<file path="src/rtl/instruction_assembler_if.sv">
// Memory-side / decoder-side bus of the instruction assembler.
// The decoder side sees the assembled word, Valid, SliceCnt and Overrun.
interface instruction_assembler_if #(
  parameter int SLICE_W = 8,
  parameter int SLICES  = 2
);
  localparam int IDX_W = $clog2(SLICES);

  logic [SLICE_W-1:0]        I;
  logic                      Write;
  logic                      Mode;
  logic [IDX_W-1:0]          Sel;
  logic                      Clear;
  logic                      Ack;
  logic [SLICE_W*SLICES-1:0] IROut;
  logic                      Valid;
  logic [IDX_W:0]            SliceCnt;
  logic                      Overrun;

  modport slave  (input  I, Write, Mode, Sel, Clear, Ack,
                  output IROut, Valid, SliceCnt, Overrun);
  modport master (output I, Write, Mode, Sel, Clear, Ack,
                  input  IROut, Valid, SliceCnt, Overrun);
endinterface

</file>
<file path="src/rtl/instruction_assembler.sv">
// Assembles SLICES x SLICE_W instruction words from memory slices (auto or indexed).
// Optional sticky write-while-full flag: define INSTRUCTION_ASSEMBLER_OVERRUN_EN.
module instruction_assembler #(
    parameter int SLICE_W = 8,
    parameter int SLICES  = 2
) (
    input logic                    Clock,
    input logic                    ResetN,
    instruction_assembler_if.slave bus
);
    localparam int IDX_W = $clog2(SLICES);

    typedef enum logic [1:0] {EMPTY, FILLING, FULL} state_t;

    state_t                          state_q, state_d;
    logic [SLICES-1:0]               mask_q, mask_d, base_mask, load;
    logic [SLICES-1:0][SLICE_W-1:0]  data_q;
    logic [IDX_W-1:0]                tgt;
    logic                            tgt_ok, rel, accept;
    logic [IDX_W:0]                  cnt;

    // Release on Ack happens before the write so a same-cycle write lands in an empty word
    always_comb begin
        rel       = bus.Ack && (state_q == FULL);
        base_mask = rel ? '0 : mask_q;
        tgt       = '0;
        tgt_ok    = 1'b0;
        if (bus.Mode) begin
            for (int k = SLICES - 1; k >= 0; k--) begin
                if (!base_mask[k]) begin
                    tgt    = IDX_W'(k);
                    tgt_ok = 1'b1;
                end
            end
        end else begin
            tgt    = bus.Sel;
            tgt_ok = int'(bus.Sel) < SLICES;
        end
        accept = bus.Write && tgt_ok && !((state_q == FULL) && !bus.Ack);
        for (int k = 0; k < SLICES; k++)
            load[k] = accept && (tgt == IDX_W'(k));
        mask_d = bus.Clear ? '0 : (base_mask | load);
    end

    always_comb begin
        state_d = state_q;
        case (state_q)
            EMPTY:   if (accept) state_d = (&mask_d) ? FULL : FILLING;
            FILLING: if (&mask_d) state_d = FULL;
            FULL:    if (rel) state_d = accept ? FILLING : EMPTY;
            default: state_d = EMPTY;
        endcase
        if (bus.Clear) state_d = EMPTY;
    end

    always_ff @(posedge Clock or negedge ResetN) begin
        if (!ResetN) begin
            state_q <= EMPTY;
            mask_q  <= '0;
        end else begin
            state_q <= state_d;
            mask_q  <= mask_d;
        end
    end

    for (genvar k = 0; k < SLICES; k++) begin : g_slice
        always_ff @(posedge Clock or negedge ResetN) begin
            if (!ResetN)        data_q[k] <= '0;
            else if (bus.Clear) data_q[k] <= '0;
            else if (load[k])   data_q[k] <= bus.I;
        end
    end

    always_comb begin
        cnt = '0;
        for (int k = 0; k < SLICES; k++)
            cnt = cnt + (IDX_W + 1)'(mask_q[k]);
    end

    assign bus.IROut    = data_q;
    assign bus.Valid    = (state_q == FULL);
    assign bus.SliceCnt = cnt;

`ifdef INSTRUCTION_ASSEMBLER_OVERRUN_EN
    logic overrun_q;
    always_ff @(posedge Clock or negedge ResetN) begin
        if (!ResetN)        overrun_q <= 1'b0;
        else if (bus.Clear) overrun_q <= 1'b0;
        else if (bus.Write && (state_q == FULL) && !bus.Ack) overrun_q <= 1'b1;
    end
    assign bus.Overrun = overrun_q;
`else
    assign bus.Overrun = 1'b0;
`endif

endmodule

</file>
<file path="src/flat_wrapper.sv">
// flat-port wrapper written by rule: the top's interface ports become plain ports
module instruction_assembler_flat 
#(
    parameter int SLICE_W = 8,
    parameter int SLICES  = 2
)
  (Clock, ResetN, bus_I, bus_Write, bus_Mode, bus_Sel, bus_Clear, bus_Ack, bus_IROut, bus_Valid, bus_SliceCnt, bus_Overrun);
  instruction_assembler_if #(.SLICE_W(SLICE_W), .SLICES(SLICES)) bus_i ();
  input logic Clock;
  input logic ResetN;
  input wire logic [$bits(bus_i.I)-1:0] bus_I;
  input wire logic [$bits(bus_i.Write)-1:0] bus_Write;
  input wire logic [$bits(bus_i.Mode)-1:0] bus_Mode;
  input wire logic [$bits(bus_i.Sel)-1:0] bus_Sel;
  input wire logic [$bits(bus_i.Clear)-1:0] bus_Clear;
  input wire logic [$bits(bus_i.Ack)-1:0] bus_Ack;
  output wire logic [$bits(bus_i.IROut)-1:0] bus_IROut;
  output wire logic [$bits(bus_i.Valid)-1:0] bus_Valid;
  output wire logic [$bits(bus_i.SliceCnt)-1:0] bus_SliceCnt;
  output wire logic [$bits(bus_i.Overrun)-1:0] bus_Overrun;
  assign bus_i.I = bus_I;
  assign bus_i.Write = bus_Write;
  assign bus_i.Mode = bus_Mode;
  assign bus_i.Sel = bus_Sel;
  assign bus_i.Clear = bus_Clear;
  assign bus_i.Ack = bus_Ack;
  assign bus_IROut = bus_i.IROut;
  assign bus_Valid = bus_i.Valid;
  assign bus_SliceCnt = bus_i.SliceCnt;
  assign bus_Overrun = bus_i.Overrun;
  instruction_assembler #(.SLICE_W(SLICE_W), .SLICES(SLICES)) u_core (.Clock(Clock), .ResetN(ResetN), .bus(bus_i));
endmodule
</file>
<file path="config.mk">
export PLATFORM = sky130hd
export DESIGN_NAME = instruction_assembler_flat
export DESIGN_NICKNAME = d
export VERILOG_FILES = /design/src/rtl/instruction_assembler_if.sv /design/src/rtl/instruction_assembler.sv /design/src/flat_wrapper.sv
export SDC_FILE = /design/constraint.sdc
export NUM_CORES = 1
export LEC_CHECK = 0
export BUFFER_PORTS_ARGS = -buffer_cell sky130_fd_sc_hd__buf_2
export CORE_ASPECT_RATIO = 1.25
export CORE_MARGIN = 8
export CORE_UTILIZATION = 42
export DETAILED_ROUTE_END_ITERATION = 10
export GPL_TIMING_DRIVEN = 0
export HOLD_SLACK_MARGIN = 0.1
export MAX_ROUTING_LAYER = met4
export PLACE_DENSITY_LB_ADDON = 0.05
export SLEW_MARGIN = 5
export SYNTH_ARGS = -nofsm -noshare
export SYNTH_HDL_FRONTEND = slang
export SYNTH_SLANG_ARGS = --single-unit
</file>
<file path="constraint.sdc">
create_clock -name Clock -period 1.55 [get_ports Clock]
set_clock_uncertainty 0.1 [all_clocks]
set_input_delay 0.31 -clock Clock [delete_from_list [all_inputs] [get_ports Clock]]
set_output_delay 0.31 -clock Clock [all_outputs]
set_load 0.02 [all_outputs]
</file>
After elaboration in Yosys (flattened, before gate mapping)
Cells that the tools add are included.
{"block": "word_totals", "input_bits": 15, "regBits": 20, "wordCells": 43, "out_inout_bits": 20}
{"block": "classes", "reduce_logical": 13, "n_addsub": 1, "n_mux": 18, "eq_ne": 5, "n_bitwise": 2}
{"op": "$mux W8", "count": 4}
{"op": "$mux W2", "count": 7}
{"op": "$ne A3 B2 Y1 const B", "count": 3}
{"op": "$logic_and A1 B1 Y1", "count": 6}
{"op": "$mux W1", "count": 6}
{"op": "$pmux W2 S3", "count": 1}
{"op": "$reduce_bool A2 Y1", "count": 2}
{"op": "$reduce_and A3 Y1", "count": 1}
{"op": "$add A1 B1 Y2", "count": 1}
{"op": "$eq A2 B1 Y1 const B", "count": 1}
{"op": "$eq A2 B2 Y1 const B", "count": 1}
{"op": "$logic_not A1 Y1", "count": 2}
{"op": "$logic_not A2 Y1", "count": 1}
{"op": "$or A2 B2 Y2", "count": 1}
{"op": "$reduce_and A2 Y1", "count": 1}
{"op": "$not A1 Y1", "count": 1}

Longest topological paths before layout
{"block": "depth", "word_depth": 16, "depth_mapped": 5, "ltp_nobuf": 5}

Worst setup path before layout
Ideal clock, no wire load.
{"block": "synth_path", "path_type": "reg-to-reg", "startpoint": "register u_core.state_q[0]", "endpoint": "register u_core.data_q, in the netlist u_core.bus.IROut[10]", "path_slack_ns": -0.203, "t_required_ns": 1.318, "arrival_ns": 1.521, "n_path_buf": 0, "period_less_slack_ns": 1.753, "path_stages_with_launch": 6, "setup_time_ns": 0.132, "path_cell_list": "dfrtp_1 > nor2b_1 > nor3_1 > o21ai_4 > mux2i_1 > nor2_1"}
{"block": "synth_between", "elab_chain_cells": 10, "elab_cells_between_ends": 14, "classes_between": "1 x eq/ne; 6 x mux; 7 x reduce/logical"}
{"item": "start, declared", "line": "instruction_assembler.sv:15", "source": "state_t state_q, state_d;"}
{"item": "start signal, assigned", "line": "instruction_assembler.sv:61", "source": "state_q <= state_d;"}
{"item": "$eq A2 B2 Y1 *"}
{"item": "net bus_Valid", "line": "flat_wrapper.sv:18", "source": "output wire logic [$bits(bus_i.Valid)-1:0] bus_Valid;"}
{"item": "$logic_and A1 B1 Y1", "line": "instruction_assembler.sv:24", "source": "rel = bus.Ack && (state_q == FULL);"}
{"item": "$mux W2", "line": "instruction_assembler.sv:25", "source": "base_mask = rel ? '0 : mask_q;"}
{"item": "$mux W1 (2 in a row)", "line": "instruction_assembler.sv:30", "source": "if (!base_mask[k]) begin"}
{"item": "$mux W1", "line": "instruction_assembler.sv:28", "source": "if (bus.Mode) begin"}
{"item": "$logic_and A1 B1 Y1 (2 in a row)", "line": "instruction_assembler.sv:39", "source": "accept = bus.Write && tgt_ok && !((state_q == FULL) && !bus.Ack);"}
{"item": "$logic_and A1 B1 Y1 *", "line": "instruction_assembler.sv:41", "source": "load[k] = accept && (tgt == IDX_W'(k));"}
{"item": "$reduce_bool A2 Y1 (no source line) *"}
{"item": "end signal, assigned by index", "line": "instruction_assembler.sv:70", "source": "else if (load[k]) data_q[k] <= bus.I;"}
{"item": "end, declared", "line": "instruction_assembler.sv:17", "source": "logic [SLICES-1:0][SLICE_W-1:0] data_q;"}
Mark *: on every way through the listed nets, which the timed path passes. The rest lies on a longest branch.
A chain may end at the register's enable or synchronous reset.

Final worst setup path
{"block": "layout_path", "startpoint": "register u_core.state_q[0]", "endpoint": "register u_core.data_q, in the netlist u_core.bus.IROut[12]"}
{"block": "layout_between", "elab_chain_cells": 10, "elab_cells_between_ends": 14, "classes_between": "1 x eq/ne; 6 x mux; 7 x reduce/logical"}
{"item": "$eq A2 B2 Y1 *", "line": "instruction_assembler.sv:24, instruction_assembler.sv:39"}
{"item": "$logic_and A1 B1 Y1", "line": "instruction_assembler.sv:24"}
{"item": "$mux W2", "line": "instruction_assembler.sv:25"}
{"item": "$mux W1 (2 in a row)", "line": "instruction_assembler.sv:30"}
{"item": "$mux W1", "line": "instruction_assembler.sv:28"}
{"item": "$logic_and A1 B1 Y1 (2 in a row)", "line": "instruction_assembler.sv:39"}
{"item": "$logic_and A1 B1 Y1 *", "line": "instruction_assembler.sv:41"}
{"item": "$reduce_bool A2 Y1 (no source line) *"}
Every way passes the cells marked *; elsewhere a longest branch is shown, timed or not.

==> out/results.ini <==
[worst_setup_path]
critPathArrivalTime_ps=1820
critical-path-max-stage-delay_ps=430
crit_chain=or3b_4 > nor2b_4 > o21ai_4 > buf_12 > mux2i_1 > nor2_1
critPathCaptureType=flop
cp_max_fo=8
crit_type=flop to flop
crit_slowest_cell=or3b_4
cp.required_ps=1620
crit_path_start_kind=flop

[floorplanning]
core_area_sq_mm=0.00214
die_area_sq_mm=0.00399
initial_core_util_pct=43.6
die_h_microns=68.7
fp-row-count=19
ios=35
die_w_microns=58.1

[routing]
post_drt_wl_per_cell_microns=15.5
vias_per_cell=5.21
routed.top_layer=met4
route.met3.wl_microns=97
dr_wl_met2_microns=1210
drt_drc_violations_left=0
wl_microns=2260
wl_met1_microns=945
antenna_left=0
dr.first_iter.drc_count=18
vias=760
dr.pass1.iters=4

[timing]
finalSetupViolCount=20
timing.fmax_ghz=0.569
layout_setup_ws_ps=-207
period_needed_ps=1760
period_share_pct=113
hold_viol_final=0
rsz0062_at_grt=yes
drv_slew=0

[synth]
synthCells=82
syn_avg_cell_area_sq_um=11.4
post-synth-top-area-cell=dfrtp_1
yosysTopAreaCellShare_pct=53.7
synthesis.nets=98
synth_area_leaders=dfrtp_1 (54%), mux2i_1 (17%), nor2_1 (6.8%)
synth_cell_types=27
yosysWarnings=0
synth_area_sq_um=932
synth-seq-cells=20
seq_area_frac_synth_pct=53.7

[job]
maxCapViolCount=0

[power]
power_density_mw_per_mm2=831
power_leakage_nw=0.732
vdd_ir_drop_max_mv=0.610

[cts]
htreeDepth=1
insertion_delay_ps=290
clk_path_buf_depth=2
cts.sinks=20
clockRootBuffer=clkbuf_4
cts_tree=yes
cts_buffers=3
clk_pin_slew_ps=100

[grt]
grt_max_degree=21
grt_first_pass_wirelength_microns=3630
antenna_found_initial=0
first_global_vias=820
grt_overflow=0
track_usage_pct=12.2

[final_layout]
nets=143
area_delta_synth_final_pct=35.7
drive_gt1_share_pct=43.2
nFillCells=192
diodes=0
utilization_pct=59.1

[min_path]
worstHoldPathType=input port to flop

[status]
status=finished, violations left
violations=negative setup slack

[placement]
dp_hpwl_microns=1590
place_congestion=0.787
port_buffers=33
pre_cts_slack_ps=-345

-- flip-flops by register name, indices dropped and copies added, names as in the netlist --
register	count
u_core.bus.IROut	16
u_core.mask_q	2
u_core.state_q	2
-- per-stage QoR --
stage / power, W / instance area [sq um] / cells / setup TNS [ps] / hold slack [ps]
2_1_floorplan: 0.000713 / 945 / 82 / -1010 / -85.6
3_3_place_gp: 0.000790 / 1140 / 136 / -3660 / 174
3_5_place_dp: 0.000795 / 1140 / 136 / -4230 / 181
4_1_cts: 0.00105 / 1230 / 144 / -2200 / 128
5_1_grt: 0.00110 / 1260 / 146 / -4450 / 125
6_report: 0.00105 / 1260 / 146 / -3080 / 129
-- cell type report --
class	count	area (sq um)	area share (%)
inverters	1	3.75	0.297
multi-input cells	58	452	35.7
repair buffers	40	245	19.4
flip-flops and latches	20	500	39.6
well taps	21	26.3	2.08
plain buffers	3	15.0	1.19
clock buffers	3	22.5	1.78
-- critical path: cells and delay by family, from the launching register on --
| family | cells | cell delay, ps |
|---|---|---|
| AO/OA/AOI/OAI | 1 | 130 |
| buffers and inverters | 1 | 150 |
| flip-flops | 1 | 410 |
| multiplexers | 1 | 200 |
| AND/OR/NAND/NOR | 3 | 630 |
-- cell usage in the layout (no fill, tap or decap) --
master,count
a21oi_1,1
a31oi_1,2
a41oi_1,1
and2_4,1
buf_12,1
buf_2,31
buf_4,6
buf_6,2
clkbuf_1,2
clkbuf_4,3
conb_1,1
dfrtp_1,20
dlygate4sd3_1,1
ha_1,1
inv_1,1
mux2i_1,16
nand2_1,2
nand2_2,1
nand3_2,1
nand3b_1,1
nor2_1,17
nor2b_4,2
nor3_1,1
nor3_2,1
o2111ai_4,1
o21ai_0,1
o21ai_4,1
o22ai_1,1
o32ai_1,1
or2b_4,1
or3_1,1
or3b_4,2
-- routing by layer --
metal / vias to the layer above / global-route usage (%)
li1: 369 / -
met2: 23 / 22.3
met5: - / -
met3: 2 / 2.78
met1: 366 / 12.3
met4: 0 / 5.52
-- synth_stat cells (all sizes together) --
master   number
nand2         3
a21oi         1
o32ai         1
mux2i        16
nor2b         2
buf           1
nor3          2
conb          1
ha            1
o22ai         1
clkbuf        2
dfrtp        20
inv           1
a41oi         1
or3           1
o21ai         2
nor2         17
or2b          1
o2111ai       1
a31oi         2
and2          1
nand3b        1
or3b          2
nand3         1
-- worst paths after layout --
kind | from | end | slack (ps) | cells after the start
worst min-delay path | bus_Clear | u_core.mask_q[0]$_DFF_PN0_ | 130 | 2
worst max register to register | u_core.state_q[0]$_DFFE_PN0P_ | u_core.bus.IROut[12]$_DFFE_PN0P_ | -210 | 6
worst min register to register | u_core.bus.IROut[6]$_DFFE_PN0P_ | u_core.bus.IROut[6]$_DFFE_PN0P_ | 420 | 2
max in group asynchronous | ResetN | u_core.bus.IROut[14]$_DFFE_PN0P_ | 640 | 2
min in group asynchronous | ResetN | u_core.bus.IROut[10]$_DFFE_PN0P_ | 400 | 2
worst max-delay path | u_core.state_q[0]$_DFFE_PN0P_ | u_core.bus.IROut[12]$_DFFE_PN0P_ | -210 | 6
-- logic make-up (layout without fill, tap and decap cells) --
family | after synthesis | in the layout | synth area share [%]
AO/OA/AOI/OAI | 9 | 9 | 8.32
buffers and inverters | 4 | 47 | 2.01
adder cells (fa/ha/maj) | 1 | 1 | 1.34
multiplexers | 16 | 16 | 17.2
other | 1 | 1 | 0.402
AND/OR/NAND/NOR | 31 | 31 | 17.0
flip-flops | 20 | 20 | 53.7
-- where the power goes --
group	internal [W]	switching, W
registers	0.000551	0.0000172
clock network	0.0000903	0.000142
logic	0.000110	0.000140
total	0.000752	0.000299
-- repair_timing --
item | 4_1_cts | 5_1_grt
hold endpoints to repair | 20 | 0
buffers inserted | 4 | 2
hold buffers | 1 | 0
pin swaps | 4 | 2
resized for setup | 3 | 6
endpoints found under the setup margin | 18 | 21
(Power assumes the default switching activity.)
